File: src/rtl/defuzzification_if.sv
// Request/result bundle for the centroid defuzzifier: operands and strobe in,
// ready/result out. The master drives requests, the slave (the core) answers.
interface defuzzification_if #(
  parameter int unsigned pDataWidth   = 4,
  parameter int unsigned pFuzzyWidth  = 3,
  parameter int unsigned pNoOfMembers = 7
);

  logic                                  ValidIn;
  logic [pFuzzyWidth*pNoOfMembers-1:0]   Strength;
  logic [pFuzzyWidth*pNoOfMembers-1:0]   Membership;
  logic                                  Ready;
  logic                                  ValidOut;
  logic [pDataWidth-1:0]                 CrispOut;

  modport master (
    output ValidIn,
    output Strength,
    output Membership,
    input  Ready,
    input  ValidOut,
    input  CrispOut
  );

  modport slave (
    input  ValidIn,
    input  Strength,
    input  Membership,
    output Ready,
    output ValidOut,
    output CrispOut
  );

endinterface

File: src/rtl/defuzzification.sv
// Centroid defuzzifier: serial multiply-accumulate over the members, then a
// restoring divide, with a fixed 18-edge latency from acceptance to the result strobe.
module defuzzification #(
  parameter int unsigned pDataWidth   = 4,
  parameter int unsigned pFuzzyWidth  = 3,
  parameter int unsigned pNoOfMembers = 7
) (
  input  logic                Clock,
  input  logic                Reset,
  defuzzification_if.slave    bus
);

  localparam int unsigned BusW     = pFuzzyWidth * pNoOfMembers;
  localparam int unsigned NumW     = pFuzzyWidth + pDataWidth + $clog2(pNoOfMembers);
  localparam int unsigned DenW     = pFuzzyWidth + $clog2(pNoOfMembers);
  localparam int unsigned CntMax   = (NumW > pNoOfMembers) ? NumW : pNoOfMembers;
  localparam int unsigned CntW     = $clog2(CntMax + 1);
  localparam int unsigned NegStart = (pNoOfMembers + 1) / 2;
  localparam int          SatMaxI  = (2 ** (pDataWidth - 1)) - 1;
  localparam int          SatMinI  = -(2 ** (pDataWidth - 1));

  localparam logic signed [NumW:0] SatMax = (NumW + 1)'(SatMaxI);
  localparam logic signed [NumW:0] SatMin = (NumW + 1)'(SatMinI);

  typedef enum logic [1:0] {StIdle, StAccum, StDivide, StDone} state_e;

  state_e                    r_state;
  state_e                    w_state_next;
  logic [BusW-1:0]           r_strength;
  logic [BusW-1:0]           r_membership;
  logic signed [NumW-1:0]    r_num;
  logic [DenW-1:0]           r_den;
  logic [CntW-1:0]           r_cnt;
  logic [NumW-1:0]           r_dvd;
  logic [DenW-1:0]           r_rem;
  logic                      r_neg;
  logic [pDataWidth-1:0]     r_crisp;

  logic [pFuzzyWidth-1:0]    w_s;
  logic [pFuzzyWidth-1:0]    w_m;
  logic                      w_neg_member;
  logic signed [NumW-1:0]    w_s_ext;
  logic signed [NumW-1:0]    w_m_ext;
  logic signed [NumW-1:0]    w_center;
  logic signed [NumW-1:0]    w_product;
  logic signed [NumW-1:0]    w_num_next;
  logic [DenW-1:0]           w_den_next;
  logic [NumW-1:0]           w_num_abs;
  logic                      w_accum_last;
  logic                      w_div_last;
  logic [DenW:0]             w_rem_shift;
  logic [DenW:0]             w_rem_sub;
  logic                      w_ge;
  logic [NumW-1:0]           w_q_mag;
  logic signed [NumW:0]      w_q_signed;
  logic [pDataWidth-1:0]     w_crisp;

  assign w_accum_last = (r_cnt == CntW'(pNoOfMembers - 1));
  assign w_div_last   = (r_cnt == CntW'(NumW));

  // Member select for the current accumulation step.
  always_comb begin
    w_s = '0;
    w_m = '0;
    for (int k = 0; k < int'(pNoOfMembers); k++) begin
      if (r_cnt == CntW'(k)) begin
        w_s = r_strength[k*pFuzzyWidth +: pFuzzyWidth];
        w_m = r_membership[k*pFuzzyWidth +: pFuzzyWidth];
      end
    end
  end

  always_comb begin
    w_neg_member = (r_cnt >= CntW'(NegStart));
    w_s_ext      = signed'({{(NumW - pFuzzyWidth){1'b0}}, w_s});
    w_m_ext      = signed'({{(NumW - pFuzzyWidth){1'b0}}, w_m});
    w_center     = w_neg_member ? -w_m_ext : w_m_ext;
    w_product    = w_s_ext * w_center;
    w_num_next   = r_num + w_product;
    w_den_next   = r_den + DenW'(w_s);
    w_num_abs    = w_num_next[NumW-1] ? unsigned'(-w_num_next) : unsigned'(w_num_next);
  end

  // One restoring-division step: shift in the next dividend bit, subtract if it fits.
  always_comb begin
    w_rem_shift = {r_rem, r_dvd[NumW-1]};
    w_ge        = (w_rem_shift >= {1'b0, r_den});
    w_rem_sub   = w_rem_shift - {1'b0, r_den};
  end

  // A zero denominator leaves all-ones in the quotient; it is discarded here.
  always_comb begin
    w_q_mag    = (r_den == '0) ? '0 : r_dvd;
    w_q_signed = r_neg ? -signed'({1'b0, w_q_mag}) : signed'({1'b0, w_q_mag});
    if (w_q_signed > SatMax) begin
      w_crisp = SatMax[pDataWidth-1:0];
    end else if (w_q_signed < SatMin) begin
      w_crisp = SatMin[pDataWidth-1:0];
    end else begin
      w_crisp = w_q_signed[pDataWidth-1:0];
    end
  end

  always_ff @(posedge Clock or negedge Reset) begin
    if (!Reset) begin
      r_state <= StIdle;
    end else begin
      r_state <= w_state_next;
    end
  end

  always_comb begin
    w_state_next = r_state;
    unique case (r_state)
      StIdle:   if (bus.ValidIn) w_state_next = StAccum;
      StAccum:  if (w_accum_last) w_state_next = StDivide;
      StDivide: if (w_div_last) w_state_next = StDone;
      StDone:   w_state_next = StIdle;
      default:  w_state_next = StIdle;
    endcase
  end

  always_comb begin
    bus.Ready    = (r_state == StIdle);
    bus.ValidOut = (r_state == StDone);
    bus.CrispOut = r_crisp;
  end

  always_ff @(posedge Clock or negedge Reset) begin
    if (!Reset) begin
      r_strength   <= '0;
      r_membership <= '0;
      r_num        <= '0;
      r_den        <= '0;
      r_cnt        <= '0;
      r_dvd        <= '0;
      r_rem        <= '0;
      r_neg        <= 1'b0;
      r_crisp      <= '0;
    end else begin
      unique case (r_state)
        StIdle: begin
          if (bus.ValidIn) begin
            r_strength   <= bus.Strength;
            r_membership <= bus.Membership;
            r_num        <= '0;
            r_den        <= '0;
            r_cnt        <= '0;
          end
        end
        StAccum: begin
          r_num <= w_num_next;
          r_den <= w_den_next;
          if (w_accum_last) begin
            r_cnt <= '0;
            r_dvd <= w_num_abs;
            r_neg <= w_num_next[NumW-1];
            r_rem <= '0;
          end else begin
            r_cnt <= r_cnt + 1'b1;
          end
        end
        StDivide: begin
          if (w_div_last) begin
            // Extra cycle after the last quotient bit: sign, saturate, publish.
            r_crisp <= w_crisp;
            r_cnt   <= '0;
          end else begin
            r_rem <= w_ge ? w_rem_sub[DenW-1:0] : w_rem_shift[DenW-1:0];
            r_dvd <= {r_dvd[NumW-2:0], w_ge};
            r_cnt <= r_cnt + 1'b1;
          end
        end
        default: ;
      endcase
    end
  end

endmodule

File: src/flat_wrapper.sv
// flat-port wrapper written by rule: the top's interface ports become plain ports
module defuzzification_flat 
#(
  parameter int unsigned pDataWidth   = 4,
  parameter int unsigned pFuzzyWidth  = 3,
  parameter int unsigned pNoOfMembers = 7
)
  (Clock, Reset, bus_ValidIn, bus_Strength, bus_Membership, bus_Ready, bus_ValidOut, bus_CrispOut);
  defuzzification_if #(.pDataWidth(pDataWidth), .pFuzzyWidth(pFuzzyWidth), .pNoOfMembers(pNoOfMembers)) bus_i ();
  input  logic Clock;
  input  logic Reset;
  input wire logic [$bits(bus_i.ValidIn)-1:0] bus_ValidIn;
  input wire logic [$bits(bus_i.Strength)-1:0] bus_Strength;
  input wire logic [$bits(bus_i.Membership)-1:0] bus_Membership;
  output wire logic [$bits(bus_i.Ready)-1:0] bus_Ready;
  output wire logic [$bits(bus_i.ValidOut)-1:0] bus_ValidOut;
  output wire logic [$bits(bus_i.CrispOut)-1:0] bus_CrispOut;
  assign bus_i.ValidIn = bus_ValidIn;
  assign bus_i.Strength = bus_Strength;
  assign bus_i.Membership = bus_Membership;
  assign bus_Ready = bus_i.Ready;
  assign bus_ValidOut = bus_i.ValidOut;
  assign bus_CrispOut = bus_i.CrispOut;
  defuzzification #(.pDataWidth(pDataWidth), .pFuzzyWidth(pFuzzyWidth), .pNoOfMembers(pNoOfMembers)) u_core (.Clock(Clock), .Reset(Reset), .bus(bus_i));
endmodule
File: config.mk
export PLATFORM = sky130hd
export DESIGN_NAME = defuzzification_flat
export DESIGN_NICKNAME = d
export VERILOG_FILES = /design/src/rtl/defuzzification_if.sv /design/src/rtl/defuzzification.sv /design/src/flat_wrapper.sv
export SDC_FILE = /design/constraint.sdc
export NUM_CORES = 1
export LEC_CHECK = 0
export ABC_AREA = 1
export CORE_MARGIN = 1.5
export CORE_UTILIZATION = 45
export DETAILED_ROUTE_END_ITERATION = 16
export HOLD_SLACK_MARGIN = 0.12
export PLACE_DENSITY = 0.74
export RECOVER_POWER = 25
export SETUP_SLACK_MARGIN = 0.05
export SYNTH_ARGS = -nofsm -noshare
export SYNTH_HDL_FRONTEND = slang
export SYNTH_SLANG_ARGS = --single-unit
File: constraint.sdc
create_clock -name Clock -period 4.76 [get_ports Clock]
set_clock_uncertainty 0.1 [all_clocks]
set_input_delay 1.428 -clock Clock [delete_from_list [all_inputs] [get_ports Clock]]
set_output_delay 1.428 -clock Clock [all_outputs]
set_load 0.05 [all_outputs]
-- Yosys cells after proc, flatten, opt, wreduce, memory -nomap -nowiden
Index checks and enable logic that the tools add are counted.
W data, S select, Z words.
- register bits: 85
- input bits: 45
- word-level logic and storage cells: 88
- memories: 0
- output and inout bits: 6
- bits in latches: 0
- memory bits (writable): 0
- bits in read-only memories: 0
- add/subtract/negate cells: 7
- magnitude comparators: 4
- $mul: 1
- muxes and demuxes: 39
- bitwise gates (word level): 0
- eq/ne operators: 14
- reduce and logical (&&, ||, !) cells: 13
- div/mod/pow operators: 0
- shifts and indexed selects: 0
- operators with widths (operator ; number):
    $mux W10 ; 6
    $mux W3 ; 14
    $pmux W10 S2 ; 2
    $mux W6 ; 4
    $pmux W6 S2 ; 2
    $mux W4 ; 5
    $eq A4 B3 Y1 const B ; 3
    $pmux W4 S3 ; 1
    $gt A11 B4 Y1 const B ; 1
    $lt A11 B4 Y1 const B ; 1
    $mux W11 ; 1
    $neg A10 Y11 ; 1
    $add A10 B10 Y10 ; 1
    $mul A4 B10 Y10 ; 1
    $neg A10 Y10 ; 1
    $neg A3 Y10 ; 1
    $reduce_and A2 Y1 ; 5
    $eq A4 B2 Y1 const B ; 2
    $pmux W2 S4 ; 1
    $ge A7 B6 Y1 ; 1
    $add A6 B3 Y6 ; 1
    $logic_not A6 Y1 ; 1
    $mux W2 ; 3
    $reduce_and A3 Y1 ; 2
    other kinds (13) ; 17

-- Logic depth before layout (Yosys ltp)
- word-level depth: 16
- depth in mapped cells: 35
- mapped depth without buffers: 35

-- Worst setup path before layout
Ideal clock, no wire load.
- kind: register to register
- start point: register u_core.r_cnt[2]
- end point: register u_core.r_dvd[1]
- library setup time: 0.123 ns
- slack: -0.268 ns
- data required time: 4.537 ns
- period minus slack after synthesis: 5.028 ns
- data arrival time: 4.805 ns
- stages on the path, launching flop included: 32
- buffers on the path: 1
- path through: dfrtp_1 nor2_1 nand2_1 inv_1 nand2_1 o21ai_1 a21oi_1 nand3_1 o21ai_1 nand3_1 o21ai_1 ha_1 ha_1 a21oi_1 nor2_1 ha_1 fa_1 inv_1 fa_1 inv_1 ha_1 a21oi_1 nand2_1 a21oi_2 nor2_1 o21ai_2 nand3_1 nand2_2 buf_6 o21ai_0 o21ai_0 nand2_1
- word-level cells in the longest chain between the ends: 16
- elaborated cells on any way between the ends: 34
- classes of those cells: add/sub (3); mul (1); order compare (1); eq/ne (9); mux (18); reduce/logical (2)
- ends and longest elaborated chain (element ; line ; source):
    from (decl) ; defuzzification.sv:33 ; logic [CntW-1:0] r_cnt;
    from (signal assigned) ; defuzzification.sv:160 ; r_cnt <= r_cnt + 1'b1;
    from (signal assigned) ; defuzzification.sv:171 ; r_cnt <= r_cnt + 1'b1;
    $logic_not A4 Y1 ; defuzzification.sv:66 ; if (r_cnt == CntW'(k)) begin
    $mux W3 (7 in a row) ; defuzzification.sv:66 ;
    $neg A3 Y10 ; defuzzification.sv:77 ; w_center = w_neg_member ? -w_m_ext : w_m_ext;
    $mux W10 ; defuzzification.sv:77 ;
    $mul A4 B10 Y10 ; defuzzification.sv:78 ; w_product = w_s_ext * w_center;
    $add A10 B10 Y10 ; defuzzification.sv:79 ; w_num_next = r_num + w_product;
    $neg A10 Y10 ; defuzzification.sv:81 ; w_num_abs = w_num_next[NumW-1] ? unsigned'(-w_num_next) : unsigned'(w_num_next);
    $mux W10 ; defuzzification.sv:81 ;
    $mux W10 ; defuzzification.sv:154 ; if (w_accum_last) begin
    $pmux W10 S2 ; defuzzification.sv:141 ; unique case (r_state)
    to (signal assigned) ; defuzzification.sv:156 ; r_dvd <= w_num_abs;
    to (signal assigned) ; defuzzification.sv:170 ; r_dvd <= {r_dvd[NumW-2:0], w_ge};
    to (decl) ; defuzzification.sv:34 ; logic [NumW-1:0] r_dvd;
Parallel ways exist; a longest one is shown, timed or not. The select of a mux whose other input is x is not followed.
A chain may end at the register's enable or synchronous reset.

-- Final worst setup path
- start point: register u_core.r_cnt[3]
- end point: register u_core.r_dvd[1]
The elaborated chain is that of the path after synthesis.

==> run metrics <==
Setup TNS -2.26 ns; I/O Buffers 50; Nets 1032; post-synth top area cell dfrtp_1; fin crit share 105%; Async SR Flop Fraction 100%; Seq cells post-synth 85; fmax about 200 MHz; critical path arrival 5.14 ns; share of layout cells above drive strength 1 25.8%; slew at the pin closest to its max-slew limit 2.14 ns; WS Path Type reg2reg; sequential fraction of the synthesis area 37.0%; Worst-Skew Late Latency approximately 0.35 ns; CP Launch Type register; DR vias 5525; failing checks max-capacitance violations, max-slew violations, negative setup slack; final setup violation count 13; Core Rows 41; die area 13500 um2; Via density approximately 5.0; crit path time final between 4 and 5 ns; Slowest cell on crit path fa_2; global placer's final weighted congestion 0.863; initial antenna violation count 0; hold_buf cts 0; synth unique cells 40; top_reg_cell synth dfrtp_1; first-pass GRT wire length 24900 um; H-tree levels 3; CTS clk-pin slew, worst paths around 0.070 ns; root buf cell clkbuf_16; Antenna Violating Nets Remaining 0; post-route design area 7980 um2; Crit. End Element register; synthesized instance count 784; Rel. slew slack -42.5%; run status finished, violations left; total CTS buffers 9; DR pass1 iterations 5; top cell type's share of synthesized area 37.0%; Worst EP required 4.90 ns; largest cells by area after synthesis dfrtp_1 (37%), nand2_1 (18%), ha_1 (7.6%); post-layout util 63.8%; Worst path most repeated cell inv_2; Chip Width 116 um; Syn. warnings 0; die height 116 um; DRT Wirelength 15000 um; fin. max-slew vios 86; RSZ-0062 raised after global routing true; TritonCTS clock tree done; Hold Crit Class reg2reg; DRC violations left 0; Area after DPL slightly below 7000 um2; setup ws final -0.234 ns; core box area 12500 um2; largest net degree at the start of global routing 86; most frequent cell after synthesis nand2_1; synth cell count leaders nand2_1 (279), inv_1 (112), dfrtp_1 (85); Post-synth EDFFs 0; vias in the first global route 5458; drt first-iter violations 303; critical path's largest stage delay 0.57 ns; Area Growth Syn to Fin 38.8%; DPL Wire Length 9670 um; Overall Global Routing Usage 23.5%; CTS max path bufs 2; wire per inst 13.5 um; grt ovf 0; pre-CTS setup slack -0.363 ns; total clock sinks 85; Post-Syn Area ~5700 um2; Initial Util 45.9%; Fin. Hold Viols 0; max-cap check violation count 1; peak fanout along the critical path 4; syn_nets 879; ant diodes 0; Mean Syn Cell Area 7.33 um2; IO Count 51
[cells by family after synthesis]
family,synth area share [%]
AND/OR/NAND/NOR,27.7
buffers and inverters,9.16
AO/OA/AOI/OAI,11.2
flip-flops,37.0
adder cells (fa/ha/maj),12.8
XOR/XNOR,2.13
[final timing paths]
check                                      startpoint                     to  slack [ns]  cells after the start
worst min register to register  u_core.r_strength[14]  u_core.r_strength[14]        0.38                      2
worst max register to register        u_core.r_cnt[3]        u_core.r_dvd[1]       -0.23                     29
worst min-delay path            u_core.r_strength[14]  u_core.r_strength[14]        0.38                      2
min in group asynchronous                       Reset        u_core.r_rem[4]        1.60                      1
max in group asynchronous                       Reset        u_core.r_cnt[2]        1.57                      1
worst max-delay path                  u_core.r_cnt[3]        u_core.r_dvd[1]       -0.23                     29
[layout make-up]
cell class / instances / area, um2
clock buffers: 9 / 225
repair buffers: 158 / 1320
flip-flops and latches: 85 / 2130
clock inverters: 7 / 61.3
fillers: 1021 / 4530
repair inverters: 1 / 5.00
multi-input cells: 567 / 3570
well taps: 172 / 215
inverters: 115 / 448
[per-layer routing]
layer	track usage, %	wire [um]
met1	28.2	6510
met2	41.5	7460
met3	3.35	487
met4	11.3	549
met5	0	0
[metrics by stage]
stage,cells,hold WS [ns]
3_5_place_dp,1049,0.367
2_1_floorplan,784,0.349
3_3_place_gp,1049,0.364
5_1_grt,1114,0.404
4_1_cts,1104,0.384
6_report,1114,0.380
[registers in the layout (all words and copies together), names as in the netlist]
name                 cells
u_core.r_rem             6
u_core.r_neg             1
u_core.r_strength       21
u_core.r_state           2
u_core.r_dvd            10
u_core.r_cnt             4
u_core.r_den             6
u_core.r_membership     21
u_core.bus.CrispOut      4
u_core.r_num            10
[critical path: cells and delay by family, from the launching register on]
family	cells	cell delay [ns]
and+or+nand+nor	10	0.93
adders and majority gates	6	1.90
AOI/OAI and AO/OA	7	1.09
DFF	1	0.42
buffers and inverters	6	0.43
[timing repair]
item	in CTS	in global routing
cloned	3	1
gates resized for setup	61	33
pin swaps	44	16
setup buffers	36	14
setup endpoints to repair	15	33
[cells in the final DEF (no fill, tap or decap), types with 8 or more instances in the layout]
cell               n
nor2_4             8
nand3_2           10
o21ai_0           24
clkdlybuf4s50_1   49
o22ai_1           13
a21oi_1           16
nand3_1           28
buf_4            104
o21ai_2           10
nand2_2           20
fa_1              13
inv_2             17
nor2_2             8
clkbuf_16          9
o21ai_1           10
ha_1              29
nand2_1          260
dfrtp_1           83
inv_1             96
nor2_1            46
Power is not shown: default switching activity piles up to over one toggle a cycle in this logic, so the estimate is an artifact.
